--- src/rtl/fp_div_unit.sv ---
// Single-precision floating-point divider.
// Special operands resolve in one cycle. Everything else runs a 26-step
// restoring division, then normalises and rounds to nearest-even.
// Denormal inputs are flushed to signed zero.
// One operation is in flight at a time. The result is held until the
// writeback bus accepts it.
module fp_div_unit #(
    parameter int XLEN  = 32,
    parameter int TAG_W = 6
) (
    input  logic             clk,
    input  logic             rst_n,
    input  logic             in_valid,
    output logic             in_ready,
    input  logic [XLEN-1:0]  in_a,
    input  logic [XLEN-1:0]  in_b,
    input  logic [TAG_W-1:0] in_tag,
    input  logic             flush,
    output logic             out_valid,
    input  logic             out_ready,
    output logic [XLEN-1:0]  out_result,
    output logic [TAG_W-1:0] out_tag,
    output logic             out_zero_division,
    output logic             out_invalid,
    output logic             out_overflow,
    output logic             out_underflow
);

    typedef enum logic [1:0] {
        IDLE = 2'd0,
        DIV  = 2'd1,
        NORM = 2'd2,
        DONE = 2'd3
    } state_t;

    localparam logic [31:0] QNAN = 32'h7FC00000;
    localparam logic [4:0]  LAST_ITER = 5'd25;

    state_t state;
    state_t state_next;

    // Operation accepted only from IDLE; a flush kills the handshake.
    logic accept;

    // Operand decode on the issue-side inputs.
    logic        a_sign;
    logic        b_sign;
    logic [7:0]  a_exp;
    logic [7:0]  b_exp;
    logic [22:0] a_frac;
    logic [22:0] b_frac;
    logic        a_zero;
    logic        b_zero;
    logic        a_inf;
    logic        b_inf;
    logic        a_nan;
    logic        b_nan;
    logic        res_sign;
    logic        is_special;
    logic [31:0] spec_result;
    logic        spec_zd;
    logic        spec_inv;
    logic signed [9:0] exp_calc;

    // Division state.
    logic              sign_q;
    logic signed [9:0] exp_q;
    logic [24:0]       rem_q;
    logic [23:0]       div_q;
    logic [25:0]       quot_q;
    logic [4:0]        iter_cnt;

    // One restoring-division step.
    logic        rem_ge;
    logic [24:0] rem_sub;
    logic [24:0] rem_next;

    // Normalise and round.
    logic [23:0]       norm_mant;
    logic              norm_guard;
    logic              norm_sticky;
    logic signed [9:0] norm_exp;
    logic              round_up;
    logic [24:0]       mant_rounded;
    logic [22:0]       final_frac;
    logic signed [9:0] final_exp;
    logic [31:0]       norm_result;
    logic              norm_of;
    logic              norm_uf;

    assign accept    = in_valid && (state == IDLE) && !flush;
    assign in_ready  = (state == IDLE);
    assign out_valid = (state == DONE);

    assign a_sign = in_a[31];
    assign b_sign = in_b[31];
    assign a_exp  = in_a[30:23];
    assign b_exp  = in_b[30:23];
    assign a_frac = in_a[22:0];
    assign b_frac = in_b[22:0];

    // A zero exponent covers true zeros and the flushed denormals.
    assign a_zero   = (a_exp == 8'd0);
    assign b_zero   = (b_exp == 8'd0);
    assign a_inf    = (a_exp == 8'hFF) && (a_frac == 23'd0);
    assign b_inf    = (b_exp == 8'hFF) && (b_frac == 23'd0);
    assign a_nan    = (a_exp == 8'hFF) && (a_frac != 23'd0);
    assign b_nan    = (b_exp == 8'hFF) && (b_frac != 23'd0);
    assign res_sign = a_sign ^ b_sign;

    assign exp_calc = $signed({2'b00, a_exp}) - $signed({2'b00, b_exp}) + 10'sd127;

    // Resolve special operands. Priority: invalid, infinite dividend,
    // divide by zero, then the cases that give a signed-zero result.
    always_comb begin
        is_special  = 1'b1;
        spec_result = 32'd0;
        spec_zd     = 1'b0;
        spec_inv    = 1'b0;
        if (a_nan || b_nan || (a_zero && b_zero) || (a_inf && b_inf)) begin
            spec_result = QNAN;
            spec_inv    = 1'b1;
        end else if (a_inf) begin
            spec_result = {res_sign, 8'hFF, 23'd0};
        end else if (b_zero) begin
            spec_result = {res_sign, 8'hFF, 23'd0};
            spec_zd     = 1'b1;
        end else if (b_inf || a_zero) begin
            spec_result = {res_sign, 31'd0};
        end else begin
            is_special  = 1'b0;
        end
    end

    // One quotient bit per cycle: subtract the divisor if it fits, then shift.
    always_comb begin
        rem_ge   = (rem_q >= {1'b0, div_q});
        rem_sub  = rem_ge ? (rem_q - {1'b0, div_q}) : rem_q;
        rem_next = rem_sub << 1;
    end

    // Normalise the 26-bit quotient, round to nearest even and check range.
    always_comb begin
        if (quot_q[25]) begin
            norm_mant   = quot_q[25:2];
            norm_guard  = quot_q[1];
            norm_sticky = quot_q[0] | (rem_q != 25'd0);
            norm_exp    = exp_q;
        end else begin
            norm_mant   = quot_q[24:1];
            norm_guard  = quot_q[0];
            norm_sticky = (rem_q != 25'd0);
            norm_exp    = exp_q - 10'sd1;
        end
        round_up     = norm_guard & (norm_sticky | norm_mant[0]);
        mant_rounded = {1'b0, norm_mant} + {24'd0, round_up};
        if (mant_rounded[24]) begin
            final_frac = mant_rounded[23:1];
            final_exp  = norm_exp + 10'sd1;
        end else begin
            final_frac = mant_rounded[22:0];
            final_exp  = norm_exp;
        end
        norm_of     = 1'b0;
        norm_uf     = 1'b0;
        if (final_exp >= 10'sd255) begin
            norm_result = {sign_q, 8'hFF, 23'd0};
            norm_of     = 1'b1;
        end else if (final_exp <= 10'sd0) begin
            norm_result = {sign_q, 31'd0};
            norm_uf     = 1'b1;
        end else begin
            norm_result = {sign_q, final_exp[7:0], final_frac};
        end
    end

    // State register.
    always_ff @(posedge clk or negedge rst_n) begin
        if (!rst_n) begin
            state <= IDLE;
        end else begin
            state <= state_next;
        end
    end

    // Next-state logic; flush returns to IDLE from anywhere.
    always_comb begin
        state_next = state;
        case (state)
            IDLE: begin
                if (accept) begin
                    state_next = is_special ? DONE : DIV;
                end
            end
            DIV: begin
                if (iter_cnt == LAST_ITER) begin
                    state_next = NORM;
                end
            end
            NORM: begin
                state_next = DONE;
            end
            DONE: begin
                if (out_ready) begin
                    state_next = IDLE;
                end
            end
            default: begin
                state_next = IDLE;
            end
        endcase
        if (flush) begin
            state_next = IDLE;
        end
    end

    // Datapath and result registers. Outputs change only on accept of a
    // special case or when leaving NORM, so they stay stable in DONE.
    always_ff @(posedge clk or negedge rst_n) begin
        if (!rst_n) begin
            sign_q            <= 1'b0;
            exp_q             <= 10'sd0;
            rem_q             <= 25'd0;
            div_q             <= 24'd0;
            quot_q            <= 26'd0;
            iter_cnt          <= 5'd0;
            out_result        <= '0;
            out_tag           <= '0;
            out_zero_division <= 1'b0;
            out_invalid       <= 1'b0;
            out_overflow      <= 1'b0;
            out_underflow     <= 1'b0;
        end else if (!flush) begin
            case (state)
                IDLE: begin
                    if (accept) begin
                        out_tag <= in_tag;
                        if (is_special) begin
                            out_result        <= spec_result;
                            out_zero_division <= spec_zd;
                            out_invalid       <= spec_inv;
                            out_overflow      <= 1'b0;
                            out_underflow     <= 1'b0;
                        end else begin
                            sign_q   <= res_sign;
                            exp_q    <= exp_calc;
                            rem_q    <= {2'b01, a_frac};
                            div_q    <= {1'b1, b_frac};
                            quot_q   <= 26'd0;
                            iter_cnt <= 5'd0;
                        end
                    end
                end
                DIV: begin
                    rem_q    <= rem_next;
                    quot_q   <= {quot_q[24:0], rem_ge};
                    iter_cnt <= iter_cnt + 5'd1;
                end
                NORM: begin
                    out_result        <= norm_result;
                    out_zero_division <= 1'b0;
                    out_invalid       <= 1'b0;
                    out_overflow      <= norm_of;
                    out_underflow     <= norm_uf;
                    iter_cnt          <= 5'd0;
                end
                default: begin
                end
            endcase
        end
    end

endmodule
--- config.mk ---
export PLATFORM = sky130hd
export DESIGN_NAME = fp_div_unit
export DESIGN_NICKNAME = d
export VERILOG_FILES = /design/src/rtl/fp_div_unit.sv
export SDC_FILE = /design/constraint.sdc
export NUM_CORES = 1
export LEC_CHECK = 0
export ABC_AREA = 0
export BUFFER_PORTS_ARGS = -buffer_cell sky130_fd_sc_hd__buf_2
export CORE_MARGIN = 2
export CORE_UTILIZATION = 45
export CTS_BUF_LIST = sky130_fd_sc_hd__clkbuf_8
export DETAILED_ROUTE_END_ITERATION = 16
export PLACE_DENSITY = 0.64
export SETUP_SLACK_MARGIN = 0.5
export SLEW_MARGIN = 20
export SYNTH_ARGS = -nofsm -noshare
export SYNTH_HDL_FRONTEND = slang
export SYNTH_SLANG_ARGS = --single-unit
export TNS_END_PERCENT = 30
--- constraint.sdc ---
create_clock -name clk -period 5.9 [get_ports clk]
set_clock_uncertainty 0.05 [all_clocks]
set_input_delay 0.59 -clock clk [delete_from_list [all_inputs] [get_ports clk]]
set_output_delay 0.59 -clock clk [all_outputs]
set_load 0.02 [all_outputs]
==> metrics.cfg, run 1 <==
[routing]
vias = 9314
drt-initial-drc-count = 599
via_per_inst = 5.80
ant_nets = 0
wl_mm = 27.7
drc = 0
wl_per_cell_um = 17.3
first_pass_iters = 5

[flow_run]
drv_cap = 0

[synth]
synthFlopType = dfrtp_1
ys_seq_area_frac = 0.335
yosysWarnings = 0
syn-instance-count = 1238
synth_edf_count = 0
synthArstFlopShare = 1.00
synth_top_cell_area_share = 0.335
netlist-cell-type-count = 79
yosysTopAreaCell = dfrtp_1
avgSynthCellArea_um2 = 8.14
synthTopCellsByArea = dfrtp_1 (34%), nand2_1 (6.9%), ha_1 (5.2%)
ys_ff_latch = 135
syn_area_mm2 = 0.0101
synth_nets = 1357

[setup_path]
slowest_delay_ns = 0.94
cp_slowest_cell = dfrtp_1
start_kind = flop
path_class = flop to flop
rrSetupSlack_ns = 1.28
crit_fanout = 26
crit_path_end_kind = flop
critPathRequiredTime_ns = 6.19
path_cells = mux2i_1 > nor2b_1 > ha_1 > nand2_1 > nor4b_4 > nand4_1 > nor3_1 > xnor2_1 > nor4_1 > nor3b_2 > buf_4 > a32o_1
endpoint = out_result[13]$_DFFE_PN0P_
worstReg2RegEnd = out_result[13]$_DFFE_PN0P_
setup.worst_path.start = quot_q[25]$_DFFE_PN0P_
reg2reg_depth = 12
critPathArrivalTime_ns = 4.91
r2r_start = quot_q[25]$_DFFE_PN0P_

[global_routing]
grt_max_degree = 80
grt_pass1_vias = 8684
gr-usage-all-layers = 0.237
grt_pass1_wl_mm = 45.7
antenna_found_initial = 0
grt.overflow.total = 0

[sta]
post-route-min-period_ns = 4.62
slew_violations = 0
fmax_mhz = 217
rsz0062_at_grt = false
max_slew.worst_pin.slew_ns = 0.914
min_period_over_period = 0.782
relSlewSlack = 0.385
setup_viol = 0
setup_tns_ns = 0
hold_viol = 0

[floorplan]
io_pins = 119
start_util = 0.461
dieArea_mm2 = 0.0236
die_h_um = 154
rows = 54
die-width_um = 154
core_area_mm2 = 0.0219

[placement]
post-place-cells = 1573
dp_hpwl_mm = 20.5
gp_congestion = 0.878
io_buffers = 118

[hold_path]
worstHoldPathType = primary input to asynchronous set/reset pin

[cells_and_area]
drive_gt1_frac = 0.150
nFillCells = 2174
area_growth_pct = 11.1
final_cells = 1605
fin_nets = 1431
diodes = 0
post-route-util = 0.512
layout_commonest_cell = nand2_1
layout_common_cells = nand2_1 (185), dfrtp_1 (135), buf_2 (117)

[clock_network]
h-tree-depth = 4
holdBufCountCts = 0
post_cts_resized = 0
cts_sinks = 135
postCtsSetupRepairBufs = 0
tritoncts = done
clkLatencyLatePin_ns = 0.46
cts_made_buffers = 17
cts.clk_slew.worst_paths_ns = 0.09
clk_path_buf_depth = 2
cts_root_buffer = clkbuf_8

[pwr]
fin_total_pwr_mw = 5.08
power.density_mw_per_mm2 = 453
p_leak_nw = 5.10
ir_drop_mv = 0.254

[run_status]
status = completed

-- power by group --
part,switching [mW],internal (mW)
Clock,0.427,0.353
Combinational,1.77,1.15
Sequential,0.241,1.14
-- state kept, by name, summed over array words and instances (netlist names), 2 cells and up --
signal	cells
out_result	32
quot_q	26
rem_q	25
div_q	24
exp_q	10
out_tag	6
iter_cnt	5
state	2
-- synth_stat cells, drive strengths merged (18+ instances only) --
| master | n |
|---|---|
| clkbuf | 57 |
| ha | 42 |
| nand4 | 20 |
| nand2 | 185 |
| inv | 68 |
| xnor2 | 42 |
| a22o | 19 |
| mux2i | 23 |
| nor4 | 31 |
| nand3 | 66 |
| nor2 | 93 |
| nor3 | 39 |
| dfrtp | 135 |
| a211oi | 18 |
| or3 | 22 |
| xor2 | 26 |
| o21ai | 75 |
| a21oi | 33 |
| buf | 19 |
-- cell type report --
class                           count  area (um2)  share of cell area
Sequential cell                   135        3380               0.302
Timing Repair Buffer              131         694              0.0620
Clock buffer                       18         248              0.0221
Inverter                           68         255              0.0228
Multi-Input combinational cell    959        6140               0.548
Clock inverter                     14         136              0.0122
Tap cell                          280         350              0.0313
-- kinds of logic after synthesis --
| kind of cell | after synthesis | synth area share |
|---|---|---|
| adders and majority gates | 44 | 0.0561 |
| muxes | 39 | 0.0407 |
| AOI/OAI and AO/OA | 281 | 0.196 |
| xor gates and xnor gates | 68 | 0.0591 |
| DFF | 135 | 0.335 |
| and+or+nand+nor | 527 | 0.255 |
| buffers and inverters | 144 | 0.0576 |
-- worst max-delay path: cells and delay by family (launching register included) --
kind / cells / cell delay, ns
simple gates: 7 / 2.47
flops: 1 / 0.94
compound gates: 1 / 0.27
buf+inv: 1 / 0.22
fa+ha+maj: 1 / 0.19
xor+xnor: 1 / 0.19
mux: 1 / 0.16
-- per-layer routing --
layer / vias to the layer above / GRT usage / part of all wire
li1: 4620 / - / -
met1: 4416 / 0.331 / 0.47
met2: 247 / 0.382 / 0.46
met3: 31 / 0.0378 / 0.044
met4: 0 / 0.0668 / 0.021
met5: - / 0 / 0
-- worst min path at each step --
| stage | startpoint | depth (start not counted) | end | slack, ns |
|---|---|---|---|---|
| detailed placement | div_q[23]$_DFFE_PN0P_ | 2 | div_q[23]$_DFFE_PN0P_ | 0.38 |
| CTS | rst_n | 1 | out_result[10]$_DFFE_PN0P_ | 0.13 |
| global placement | div_q[23]$_DFFE_PN0P_ | 2 | div_q[23]$_DFFE_PN0P_ | 0.39 |
| finish | rst_n | 1 | quot_q[15]$_DFFE_PN0P_ | 0.12 |
| global route | rst_n | 1 | out_result[10]$_DFFE_PN0P_ | 0.15 |
| floorplan | rst_n | 0 | div_q[0]$_DFFE_PN0P_ | 0.24 |
-- stage by stage --
step                      cell area (um2)  hold WS [ns]  setup slack [ns]
final                               11200         0.117              1.28
after global routing                11200         0.151             0.833
after CTS                           11200         0.135              1.27
after detailed placement            10800         0.385              1.29
after global placement              10800         0.385              1.45
after floorplan                     10100         0.244              1.79
Note: power is estimated with default switching activity, not from simulation.
==> run 2, diff against run 1 <==
clock period = 4.5 ns   (was 5.9 ns; I/O delays follow)
==> run 2 against run 1 <==
Compared with the run above:
- flip-flop and latch count did not move
- via count up 1.4%
- worst setup slack got worse by 0.36 ns
- global-route usage fell by 0.11 points
- final cell count up 0.31%
- wire length is 0.78% higher
- total power increased by 32%
- sequential power grew 31%
- clock-buffer cell count is the same
- register-to-register slack worse by 0.36 ns
==> metrics.cfg, run 2 (synthesis gave the netlist of run 1 again) <==
[cells_and_area]
layout_commonest_cell = nand2_1
diodes = 0
area_growth_pct = 11.5
regMostFlops = out_result
final_cells = 1610
layout_common_cells = nand2_1 (185), dfrtp_1 (135), buf_2 (117)
largest_registers = out_result: 32 flops, quot_q: 26 flops, rem_q: 25 flops
finalInstanceArea_mm2 = 0.0112
drive_gt1_frac = 0.153
largest_reg_flops = 32
nFillCells = 2176
fin_nets = 1436

[sta]
setup_tns_ns = 0
fmax_mhz = 280
slew_violations = 0
rsz0062_at_grt = false
min_period_over_period = 0.794
max_slew.worst_pin.slew_ns = 0.978
relSlewSlack = 0.342
setup_viol = 0
hold_viol = 0
post-route-min-period_ns = 3.57
worst_slack_ns = 0.927

[routing]
ant_nets = 0
via_per_inst = 5.87
wl_mm = 27.9
drc = 0
first_pass_iters = 6
wl_per_cell_um = 17.3
drt-initial-drc-count = 671
vias = 9443

[setup_path]
path_cells = buf_4 > mux2i_1 > nor4b_4 > nand4_1 > buf_4 > nor3_1 > xnor2_1 > a41o_1 > nor3b_2 > buf_4 > a32o_1
critPathArrivalTime_ns = 3.88
slowest_delay_ns = 0.46
worst_path_most_repeated_cell = buf_4
cp.depth = 11
reg2reg_depth = 11
critPathRequiredTime_ns = 4.81
crit_path_end_kind = flop
crit_fanout = 40
path_class = flop to flop
cp_slowest_cell = dfrtp_1
cp.buffers_inverters = 3
critical-path-top-delay-family = simple AND/OR/NAND/NOR gates
start_kind = flop

[global_routing]
grt_max_degree = 65
grt_pass1_vias = 8695
grt_pass1_wl_mm = 45.3
grt.overflow.total = 0
antenna_found_initial = 0
gr-usage-all-layers = 0.236

[hold_path]
worstHoldPathType = primary input to flop
hold_depth = 3

[clock_network]
holdBufCountCts = 1
cts.clk_slew.worst_paths_ns = 0.09
cts_made_buffers = 17
cts_sinks = 135
h-tree-depth = 4
clk_path_buf_depth = 2
clkLatencyLatePin_ns = 0.47
postCtsSetupRepairBufs = 0
cts_root_buffer = clkbuf_8
tritoncts = done
post_cts_resized = 0

[pwr]
power_frac_comb = 0.577
p_sw_mw = 3.23
p_leak_nw = 5.12
p_int_mw = 3.47
p_clk_frac = 0.154
ir_drop_mv = 0.358
power.density_mw_per_mm2 = 596
fin_total_pwr_mw = 6.70
seqPwrFrac = 0.270
switching_share = 0.482

[placement]
io_buffers = 118
post-place-cells = 1577
post-place-ws_ns = 0.962
placed_cell_area_mm2 = 0.0108
dp_hpwl_mm = 20.9
gp_congestion = 0.907

[floorplan]
dieArea_mm2 = 0.0236
io_pins = 119
rows = 54
start_util = 0.461
die-width_um = 154
core_area_mm2 = 0.0219
die_h_um = 154

[run_status]
status = completed

[flow_run]
drv_cap = 0

==> run 2: area by class of cell <==
class                      instances  area, um2  area share
clock buffer                      18        248      0.0220
clock inverter                    14        140      0.0125
sequential                       135       3380       0.301
multi-input combinational        959       6140       0.546
timing repair buffer             136        734      0.0653
tap                              280        350      0.0312
inverter                          68        255      0.0227
==> run 2: power groups by stage <==
stage | clock, mW | sequential, mW | combinational [mW]
floorplan | 0 | 1.73 | 2.93
CTS | 1.06 | 1.80 | 3.81
finish | 1.03 | 1.81 | 3.86
global route | 1.10 | 1.85 | 4.27
global placement | 0 | 1.82 | 3.76
detailed placement | 0 | 1.82 | 3.79
==> run 2: per-stage QoR <==
step / util / hold WS [ns]
2_1_floorplan: - / 0.104
3_3_place_gp: 0.495 / 0.327
3_5_place_dp: 0.495 / 0.325
4_1_cts: 0.514 / 0.114
5_1_grt: 0.514 / 0.124
6_report: 0.514 / 0.138
==> run 2: worst paths after layout <==
path                                        start                   endpoint  slack (ns)
setup / recovery           quot_q[25]$_DFFE_PN0P_  out_result[1]$_DFFE_PN0P_        0.93
hold / removal                            in_b[0]       div_q[0]$_DFFE_PN0P_        0.14
setup reg to reg           quot_q[25]$_DFFE_PN0P_  out_result[1]$_DFFE_PN0P_        0.93
hold reg to reg             div_q[23]$_DFFE_PN0P_      div_q[23]$_DFFE_PN0P_        0.41
max in group asynchronous                   rst_n       state[0]$_DFFE_PN0P_        2.90
min in group asynchronous                   rst_n  out_result[6]$_DFFE_PN0P_        0.38
==> run 2: worst reg2reg max path: stages (launching register included) <==
cell and delay [ns]:
dfrtp_1 0.46, buf_4 0.44, mux2i_1 0.24, nor4b_4 0.46, nand4_1 0.20, buf_4 0.25, nor3_1 0.25, xnor2_1 0.24
a41o_1 0.32, nor3b_2 0.07, buf_4 0.22, a32o_1 0.28
==> run 2: routing by layer <==
layer  track usage  wire [um]  share of wire  up-vias
met3        0.0420       1540          0.055       42
met1         0.328      12900           0.46     4482
met5             0          0              0        -
met4        0.0708        614          0.022        0
li1              -          -              -     4637
met2         0.376      12900           0.46      282
